File: config.mk
export PLATFORM = sky130hd
export DESIGN_NAME = alu_cmd_sequencer_flat
export DESIGN_NICKNAME = d
export VERILOG_FILES = /design/src/rtl/alu_pkg.sv /design/src/rtl/alu_cmd_sequencer_if.sv /design/src/rtl/alu_seq_timeout.sv /design/src/rtl/alu_cmd_sequencer.sv /design/src/flat_wrapper.sv
export SDC_FILE = /design/constraint.sdc
export NUM_CORES = 1
export LEC_CHECK = 0
export ABC_AREA = 1
export CAP_MARGIN = 20
export CORE_MARGIN = 3
export CORE_UTILIZATION = 66
export CTS_CLUSTER_SIZE = 12
export DETAILED_ROUTE_END_ITERATION = 8
export DONT_BUFFER_PORTS = 1
export GPL_TIMING_DRIVEN = 0
export PLACE_DENSITY = 0.91
export SLEW_MARGIN = 10
export SYNTH_ARGS = -nofsm -noshare
export SYNTH_HDL_FRONTEND = slang
export SYNTH_SLANG_ARGS = --single-unit
File: constraint.sdc
create_clock -name i_clock -period 3.3 [get_ports i_clock]
set_clock_uncertainty 0.15 [all_clocks]
set_input_delay 0.66 -clock i_clock [delete_from_list [all_inputs] [get_ports i_clock]]
set_output_delay 0.66 -clock i_clock [all_outputs]
set_load 0.005 [all_outputs]
File: src/rtl/alu_pkg.sv
// Shared definitions for the serial ALU top: bus widths, ALU opcodes and
// the command-sequencer state encoding.
package alu_pkg;

    localparam int NB_DATA_BUS = 8;
    localparam int NB_OPCODE   = 6;
    localparam int NB_STATE    = 3;

    localparam logic [NB_OPCODE-1:0] OP_ADD = 6'b100000;
    localparam logic [NB_OPCODE-1:0] OP_SUB = 6'b100010;
    localparam logic [NB_OPCODE-1:0] OP_AND = 6'b100100;
    localparam logic [NB_OPCODE-1:0] OP_OR  = 6'b100101;
    localparam logic [NB_OPCODE-1:0] OP_XOR = 6'b100110;
    localparam logic [NB_OPCODE-1:0] OP_SRA = 6'b000011;
    localparam logic [NB_OPCODE-1:0] OP_SRL = 6'b000010;
    localparam logic [NB_OPCODE-1:0] OP_NOR = 6'b100111;

    // Codes 5-7 are unused; the sequencer falls back to ST_IDLE from them.
    typedef enum logic [NB_STATE-1:0] {
        ST_IDLE   = 3'd0,
        ST_GET_B  = 3'd1,
        ST_GET_OP = 3'd2,
        ST_EXEC   = 3'd3,
        ST_SEND   = 3'd4
    } seq_state_t;

endpackage

File: src/rtl/alu_cmd_sequencer_if.sv
// Byte link between the UART-side receiver/transmitter and the command sequencer.
// Handshake: rx is a one-cycle pulse per byte with no backpressure; tx moves one
// byte on every rising edge where o_tx_valid & i_tx_ready, and o_tx_data stays
// stable while o_tx_valid is high and i_tx_ready is low.
interface alu_cmd_sequencer_if #(
    parameter int NB_DATA_BUS = 8
) ();

    logic [NB_DATA_BUS-1:0] i_rx_data;
    logic                   i_rx_valid;
    logic [NB_DATA_BUS-1:0] o_tx_data;
    logic                   o_tx_valid;
    logic                   i_tx_ready;

    // Byte-link side: receiver and transmitter.
    modport master (
        output i_rx_data,
        output i_rx_valid,
        output i_tx_ready,
        input  o_tx_data,
        input  o_tx_valid
    );

    // Sequencer side.
    modport slave (
        input  i_rx_data,
        input  i_rx_valid,
        input  i_tx_ready,
        output o_tx_data,
        output o_tx_valid
    );

endinterface

File: src/rtl/alu_seq_timeout.sv
// Inter-byte timeout counter: counts enabled cycles and raises expire
// combinationally on the last allowed idle cycle.
module alu_seq_timeout #(
    parameter int NB_TIMEOUT     = 16,
    parameter int TIMEOUT_CYCLES = 50000
) (
    input  logic i_clock,
    input  logic reset,
    input  logic clear,
    input  logic enable,
    output logic expire
);

    localparam logic [NB_TIMEOUT-1:0] LAST_COUNT = NB_TIMEOUT'(TIMEOUT_CYCLES - 1);

    logic [NB_TIMEOUT-1:0] count;

    always_ff @(posedge i_clock) begin
        if (reset || clear) begin
            count <= '0;
        end else if (enable) begin
            count <= count + 1'b1;
        end
    end

    // Clear has priority, so a byte in the expiry cycle suppresses expire.
    assign expire = enable && !clear && (count == LAST_COUNT);

endmodule

File: src/rtl/alu_cmd_sequencer.sv
// Assembles (A, B, opcode) from the serial byte stream, fires the ALU for one
// cycle, then hands the captured result to the byte transmitter.
module alu_cmd_sequencer
    import alu_pkg::*;
#(
    parameter int NB_DATA_BUS    = alu_pkg::NB_DATA_BUS,
    parameter int NB_OPCODE      = alu_pkg::NB_OPCODE,
    parameter int NB_TIMEOUT     = 16,
    parameter int TIMEOUT_CYCLES = 50000
) (
    input  logic                   i_clock,
    input  logic                   reset,
    alu_cmd_sequencer_if.slave     link,
    output logic [NB_DATA_BUS-1:0] o_first_operator,
    output logic [NB_DATA_BUS-1:0] o_second_operator,
    output logic [NB_OPCODE-1:0]   o_opcode,
    output logic                   o_alu_valid,
    input  logic [NB_DATA_BUS-1:0] i_alu_result,
    output logic [NB_STATE-1:0]    o_state,
    output logic                   o_timeout_err,
    output logic                   o_overrun_err
);

    seq_state_t             state_q;
    logic [NB_DATA_BUS-1:0] tx_data_q;
    logic                   in_wait;
    logic                   tmo_clear;
    logic                   tmo_enable;
    logic                   tmo_expire;

    // Only the mid-command byte waits are timed; any accepted byte restarts the window.
    assign in_wait    = (state_q == ST_GET_B) || (state_q == ST_GET_OP);
    assign tmo_clear  = !in_wait || link.i_rx_valid;
    assign tmo_enable = in_wait && !link.i_rx_valid;

    alu_seq_timeout #(
        .NB_TIMEOUT     (NB_TIMEOUT),
        .TIMEOUT_CYCLES (TIMEOUT_CYCLES)
    ) u_timeout (
        .i_clock (i_clock),
        .reset   (reset),
        .clear   (tmo_clear),
        .enable  (tmo_enable),
        .expire  (tmo_expire)
    );

    always_ff @(posedge i_clock) begin
        if (reset) begin
            state_q           <= ST_IDLE;
            o_first_operator  <= '0;
            o_second_operator <= '0;
            o_opcode          <= '0;
            tx_data_q         <= '0;
            o_timeout_err     <= 1'b0;
            o_overrun_err     <= 1'b0;
        end else begin
            case (state_q)
                ST_IDLE: begin
                    if (link.i_rx_valid) begin
                        o_first_operator <= link.i_rx_data;
                        o_timeout_err    <= 1'b0;
                        state_q          <= ST_GET_B;
                    end
                end
                ST_GET_B: begin
                    if (link.i_rx_valid) begin
                        o_second_operator <= link.i_rx_data;
                        state_q           <= ST_GET_OP;
                    end else if (tmo_expire) begin
                        o_timeout_err <= 1'b1;
                        state_q       <= ST_IDLE;
                    end
                end
                ST_GET_OP: begin
                    if (link.i_rx_valid) begin
                        o_opcode <= link.i_rx_data[NB_OPCODE-1:0];
                        state_q  <= ST_EXEC;
                    end else if (tmo_expire) begin
                        o_timeout_err <= 1'b1;
                        state_q       <= ST_IDLE;
                    end
                end
                ST_EXEC: begin
                    if (link.i_rx_valid) o_overrun_err <= 1'b1;
                    tx_data_q <= i_alu_result;
                    state_q   <= ST_SEND;
                end
                ST_SEND: begin
                    if (link.i_rx_valid) o_overrun_err <= 1'b1;
                    if (link.i_tx_ready) state_q <= ST_IDLE;
                end
                default: state_q <= ST_IDLE;
            endcase
        end
    end

    assign o_alu_valid     = (state_q == ST_EXEC);
    assign link.o_tx_valid = (state_q == ST_SEND);
    assign link.o_tx_data  = tx_data_q;
    assign o_state         = state_q;

endmodule

File: src/flat_wrapper.sv
// flat-port wrapper written by rule: the top's interface ports become plain ports
module alu_cmd_sequencer_flat import alu_pkg::*;
#(
    parameter int NB_DATA_BUS    = alu_pkg::NB_DATA_BUS,
    parameter int NB_OPCODE      = alu_pkg::NB_OPCODE,
    parameter int NB_TIMEOUT     = 16,
    parameter int TIMEOUT_CYCLES = 50000
)
  (i_clock, reset, o_first_operator, o_second_operator, o_opcode, o_alu_valid, i_alu_result, o_state, o_timeout_err, o_overrun_err, link_i_rx_data, link_i_rx_valid, link_i_tx_ready, link_o_tx_data, link_o_tx_valid);
  alu_cmd_sequencer_if #(.NB_DATA_BUS(NB_DATA_BUS)) link_i ();
  input  logic i_clock;
  input  logic reset;
  output logic [NB_DATA_BUS-1:0] o_first_operator;
  output logic [NB_DATA_BUS-1:0] o_second_operator;
  output logic [NB_OPCODE-1:0] o_opcode;
  output logic o_alu_valid;
  input  logic [NB_DATA_BUS-1:0] i_alu_result;
  output logic [NB_STATE-1:0] o_state;
  output logic o_timeout_err;
  output logic o_overrun_err;
  input wire logic [$bits(link_i.i_rx_data)-1:0] link_i_rx_data;
  input wire logic [$bits(link_i.i_rx_valid)-1:0] link_i_rx_valid;
  input wire logic [$bits(link_i.i_tx_ready)-1:0] link_i_tx_ready;
  output wire logic [$bits(link_i.o_tx_data)-1:0] link_o_tx_data;
  output wire logic [$bits(link_i.o_tx_valid)-1:0] link_o_tx_valid;
  assign link_i.i_rx_data = link_i_rx_data;
  assign link_i.i_rx_valid = link_i_rx_valid;
  assign link_i.i_tx_ready = link_i_tx_ready;
  assign link_o_tx_data = link_i.o_tx_data;
  assign link_o_tx_valid = link_i.o_tx_valid;
  alu_cmd_sequencer #(.NB_DATA_BUS(NB_DATA_BUS), .NB_OPCODE(NB_OPCODE), .NB_TIMEOUT(NB_TIMEOUT), .TIMEOUT_CYCLES(TIMEOUT_CYCLES)) u_core (.i_clock(i_clock), .reset(reset), .link(link_i), .o_first_operator(o_first_operator), .o_second_operator(o_second_operator), .o_opcode(o_opcode), .o_alu_valid(o_alu_valid), .i_alu_result(i_alu_result), .o_state(o_state), .o_timeout_err(o_timeout_err), .o_overrun_err(o_overrun_err));
endmodule
After elaboration in Yosys (flattened, before gate mapping) --
Index checks and enable logic that the tools add are counted.
Cells by class: muxes and demuxes 10, equality and inequality tests 9, reduce and logical (&&, ||, !) cells 19, add/subtract/negate cells 1
Operator list (count):
- $add A16 B1 Y16 const B | 1
- $eq A16 B16 Y1 const B | 1
- $mux W3 | 5
- $pmux W3 S5 | 1
- $reduce_and A2 Y1 | 5
- $eq A3 B2 Y1 const B | 2
- $ne A2 B2 Y1 const B | 3
- $reduce_and A4 Y1 | 1
- $reduce_or A2 Y1 | 2
- $eq A3 B1 Y1 const B | 1
- $eq A3 B3 Y1 const B | 1
- $logic_and A1 B1 Y1 | 3
- $logic_not A1 Y1 | 3
- $logic_not A3 Y1 | 1
- $logic_or A1 B1 Y1 | 3
- $mux W1 | 3
- $ne A2 B1 Y1 const B | 1
- $pmux W1 S2 | 1
- $reduce_bool A2 Y1 | 1
Storage, ports and cells: output and inout port bits 37, word-level logic and storage cells 47, input bits 20, flip-flop bits (word level) 51

Depth between registers and ports, before layout --
word-level depth 10, mapped depth 9, mapped depth without buffers 9

By module --
Synthesis repeated with hierarchy kept, for this count alone.
Unflattened totals: cells, all modules 303, area total of the unflattened synthesis 2243.4 µm²
Modules (own cells, without submodules):
- alu_cmd_sequencer | area an instance 1385.1 µm², sequential area each 700.7 µm², cells an instance 176, times used 1
- alu_seq_timeout | area an instance 858.3 µm², sequential area each 320.3 µm², cells an instance 127, times used 1

Least setup slack after synthesis --
Ideal clock, no wire load.
kind reg-to-output, from reg u_core.state_q[0], in the netlist u_core.o_state[0], to out o_alu_valid, slack 1.615 ns, data required time 2.490 ns, data arrival time 0.875 ns, stages on the path, launching flop included 4, buffers on the path 1, cells stage by stage dfxtp_1 -> inv_1 -> nor3_1 -> buf_2
On the way: longest elaborated chain between the ends 1
RTL lines:
- start: declaration | RTL line alu_cmd_sequencer.sv:24 | seq_state_t state_q;
- start signal: assignment | RTL line alu_cmd_sequencer.sv:49 | state_q <= ST_IDLE;
- start signal: assignment | RTL line alu_cmd_sequencer.sv:62 | state_q <= ST_GET_B;
- start signal: assignment | RTL line alu_cmd_sequencer.sv:68 | state_q <= ST_GET_OP;
- $eq A3 B2 Y1 | RTL line alu_cmd_sequencer.sv:97 | assign o_alu_valid = (state_q == ST_EXEC);
- end: declaration | RTL line flat_wrapper.sv:16 | output logic o_alu_valid;
No other way between the ends.

Worst setup path after layout --
Same ends and word-level chain as after synthesis.

==> metrics <==
status finished clean; register clock-pin slew on the reported worst setup and hold paths 140 ps; switching part of the total 0.256; power consumption 997 µW; library cell contributing the largest single delay on the critical path sky130_fd_sc_hd__dfxtp_1; sequential fraction of design power 0.655; post-detailed-route via-to-cell ratio 5.39; maximum clock insertion buffer count 2; wire length after detailed routing 4.44 mm; vias after detailed routing 1854; average instance area after synthesis 7.31 µm²; Detailed Place HPWL 3.37 mm; number of sinks on the clock net 51; number of fillers in the final layout 252; internal power 742 µW; initial antenna violation count 0; number of buffers created by CTS 5; antenna diode instance count 0; fraction of power consumed by combinational cells 0.073; largest stage delay on the critical path 420 ps; routed length per placed instance 12.9 µm; number of input and output port buffers inserted 0; kind of start point of the critical path register; Max H-tree Level 2; worst slew pin tran 456 ps; worst vdd rail ir drop 0.000347 V; count of cells resized by post-cts repair 0; endpoint class of the critical path output port; maximum number of pins on one net before global-route repair 16; net switching component of the power 255 µW; overflow left after global routing 0; starting density of the core 0.693; share of the yosys chip area belonging to registers 0.478; clock network latency to the later pin of the worst-skew pair 370 ps; post-layout net count 320; buffers and inverters on the worst path 2; share of the clock period used by the worst path after layout 0.675; GP Congestion 0.828; die extent in x 62.9 µm; static leakage 0.000826 µW; setup repair after global routing missed its margin false; number of ports placed on the die boundary 57; layout overhead on the synthesized area 5.10%; cell-by-cell listing of the critical path inv_1 > nor3_1 > buf_2; Slew Limit Fails 0; power per cell area 444 nW/µm²; count of cell types in the netlist 26; CTS hold repair buffers 0; Mapped Area 2130 µm²; Post-Syn Instances 292; number of global-route vias before repair 1792; proportion of power drawn by the clock network 0.272; category of the critical setup timing path reg -> out; maximum clock frequency 0.449 GHz; count of final hold-check violations 0; time the final worst path needs with I/O delays and setup 2230 ps; yosys synthesis warning count 0; peak fanout along the critical path 10; path type of the worst min-delay path in -> reg; worst path arrival time 1420 ps; Synth Register Bits 51; CTS root buffer sky130_fd_sc_hd__clkbuf_4; total die area 3950 µm²; headroom to the max-slew limit 0.696; post-CTS repair timing setup buffer count 0; initial drt markers 103; post-route DRC violation count 0; Row Count 20; most used cells in the layout excluding fill and tap cells sky130_fd_sc_hd__nor2_1 (61), sky130_fd_sc_hd__nand2_1 (55), sky130_fd_sc_hd__dfxtp_1 (51), sky130_fd_sc_hd__inv_1 (26), sky130_fd_sc_hd__o21ai_0 (22); synthesized net count 313; kind of cell with the highest combined delay on the critical path flip-flops; TritonCTS clock tree done; endpoint required time on the critical path 2490 ps; final number of setup-violating endpoints 0; overall fraction of global-route tracks in use 0.244; most common cell after layout, fill and taps aside sky130_fd_sc_hd__nor2_1; post-route ant nets 0; Core Footprint 3080 µm²; first-pass GRT wire length 7.81 mm; max-capacitance violation count 0; total negative slack 0 ps; ratio of cells with drive above 1 in the final layout 0.0867; Pre-antenna DRT Iters 4; Die Y-Extent 62.9 µm
==> state kept, by name, summed over array words and instances, names as in the netlist <==
signal	count
u_core.o_first_operator	8
u_core.o_state	3
u_core.o_opcode	6
u_core.u_timeout.count	16
u_core.o_overrun_err	1
u_core.o_timeout_err	1
u_core.o_second_operator	8
u_core.link.o_tx_data	8
==> metal layers <==
| layer | up-vias | wire length (µm) | GRT usage |
|---|---|---|---|
| li1 | 953 | - | - |
| met1 | 834 | 1860 | 0.285 |
| met2 | 62 | 2130 | 0.408 |
| met3 | 5 | 390 | 0.0809 |
| met4 | 0 | 64 | 0.0964 |
| met5 | - | 0 | 0 |
==> kinds of logic after synthesis <==
group,synth area share
AOI/OAI and AO/OA,0.120
xor gates and xnor gates,0.0164
adders and majority gates,0.00586
buffers and inverters,0.0680
DFF,0.478
and+or+nand+nor,0.311
==> layout make-up <==
class,instances,area (µm²),area share
plain buffers,7,36.3,0.0162
clock buffers,6,41.3,0.0184
clock inverters,2,12.5,0.00558
inverters,29,109,0.0485
multi-input cells,205,968,0.432
flip-flops and latches,51,1020,0.455
well taps,44,55.1,0.0245
==> power by group through the flow <==
stage,logic [µW],clock network (µW),registers [µW]
after floorplan,58.9,0,662
after global placement,70.2,0,667
after detailed placement,72.5,0,667
after CTS,72.7,277,654
after global routing,85.4,295,656
final,72.8,271,653
==> cell usage after synthesis <==
| master | instances | area [µm²] |
|---|---|---|
| sky130_fd_sc_hd__xor2_1 | 3 | 26.3 |
| sky130_fd_sc_hd__nor3_2 | 1 | 10.0 |
| sky130_fd_sc_hd__nand3b_1 | 2 | 15.0 |
| sky130_fd_sc_hd__nand3_1 | 20 | 100 |
| sky130_fd_sc_hd__o21ai_0 | 22 | 110 |
| sky130_fd_sc_hd__nor3_1 | 2 | 10.0 |
| sky130_fd_sc_hd__nand4_1 | 4 | 25.0 |
| sky130_fd_sc_hd__nand2_1 | 55 | 206 |
| sky130_fd_sc_hd__ha_1 | 1 | 12.5 |
| sky130_fd_sc_hd__o2111ai_1 | 1 | 8.76 |
| sky130_fd_sc_hd__nor2_2 | 1 | 6.26 |
| sky130_fd_sc_hd__inv_1 | 26 | 97.6 |
| sky130_fd_sc_hd__or2_2 | 1 | 6.26 |
| sky130_fd_sc_hd__nand2_2 | 2 | 12.5 |
| sky130_fd_sc_hd__xnor2_1 | 1 | 8.76 |
| sky130_fd_sc_hd__buf_2 | 2 | 10.0 |
| sky130_fd_sc_hd__a21oi_1 | 19 | 95.1 |
| sky130_fd_sc_hd__nor2_4 | 3 | 33.8 |
| sky130_fd_sc_hd__o31ai_1 | 1 | 7.51 |
| sky130_fd_sc_hd__nand3_2 | 1 | 10.0 |
| sky130_fd_sc_hd__clkbuf_1 | 4 | 15.0 |
| sky130_fd_sc_hd__buf_6 | 1 | 11.3 |
| sky130_fd_sc_hd__a21oi_2 | 4 | 35.0 |
| sky130_fd_sc_hd__nor2_1 | 61 | 229 |
| sky130_fd_sc_hd__inv_2 | 3 | 11.3 |
| sky130_fd_sc_hd__dfxtp_1 | 51 | 1020 |
==> path summary, 6_finish.rpt <==
| path | from | end | slack [ps] | depth (start not counted) |
|---|---|---|---|---|
| worst min-delay path | link_i_rx_data[0] | u_core.o_second_operator[0] | 270 | 2 |
| worst max register to register | u_core.o_state[2] | u_core.o_second_operator[6] | 1680 | 6 |
| worst min register to register | u_core.u_timeout.count[0] | u_core.u_timeout.count[0] | 320 | 1 |
| worst max-delay path | u_core.o_state[0] | o_alu_valid | 1070 | 3 |
==> per-stage QoR <==
stage | instance area (µm²) | hold WS (ps) | util | std cells | setup slack [ps]
floorplan | 2130 | 279 | - | 292 | 1610
global placement | 2190 | 292 | 0.711 | 336 | 1450
detailed placement | 2190 | 303 | 0.711 | 336 | 1360
CTS | 2240 | 257 | 0.729 | 344 | 1050
global route | 2240 | 261 | 0.729 | 344 | 977
finish | 2240 | 266 | 0.729 | 344 | 1070
Note: power is estimated with default switching activity, not from simulation.
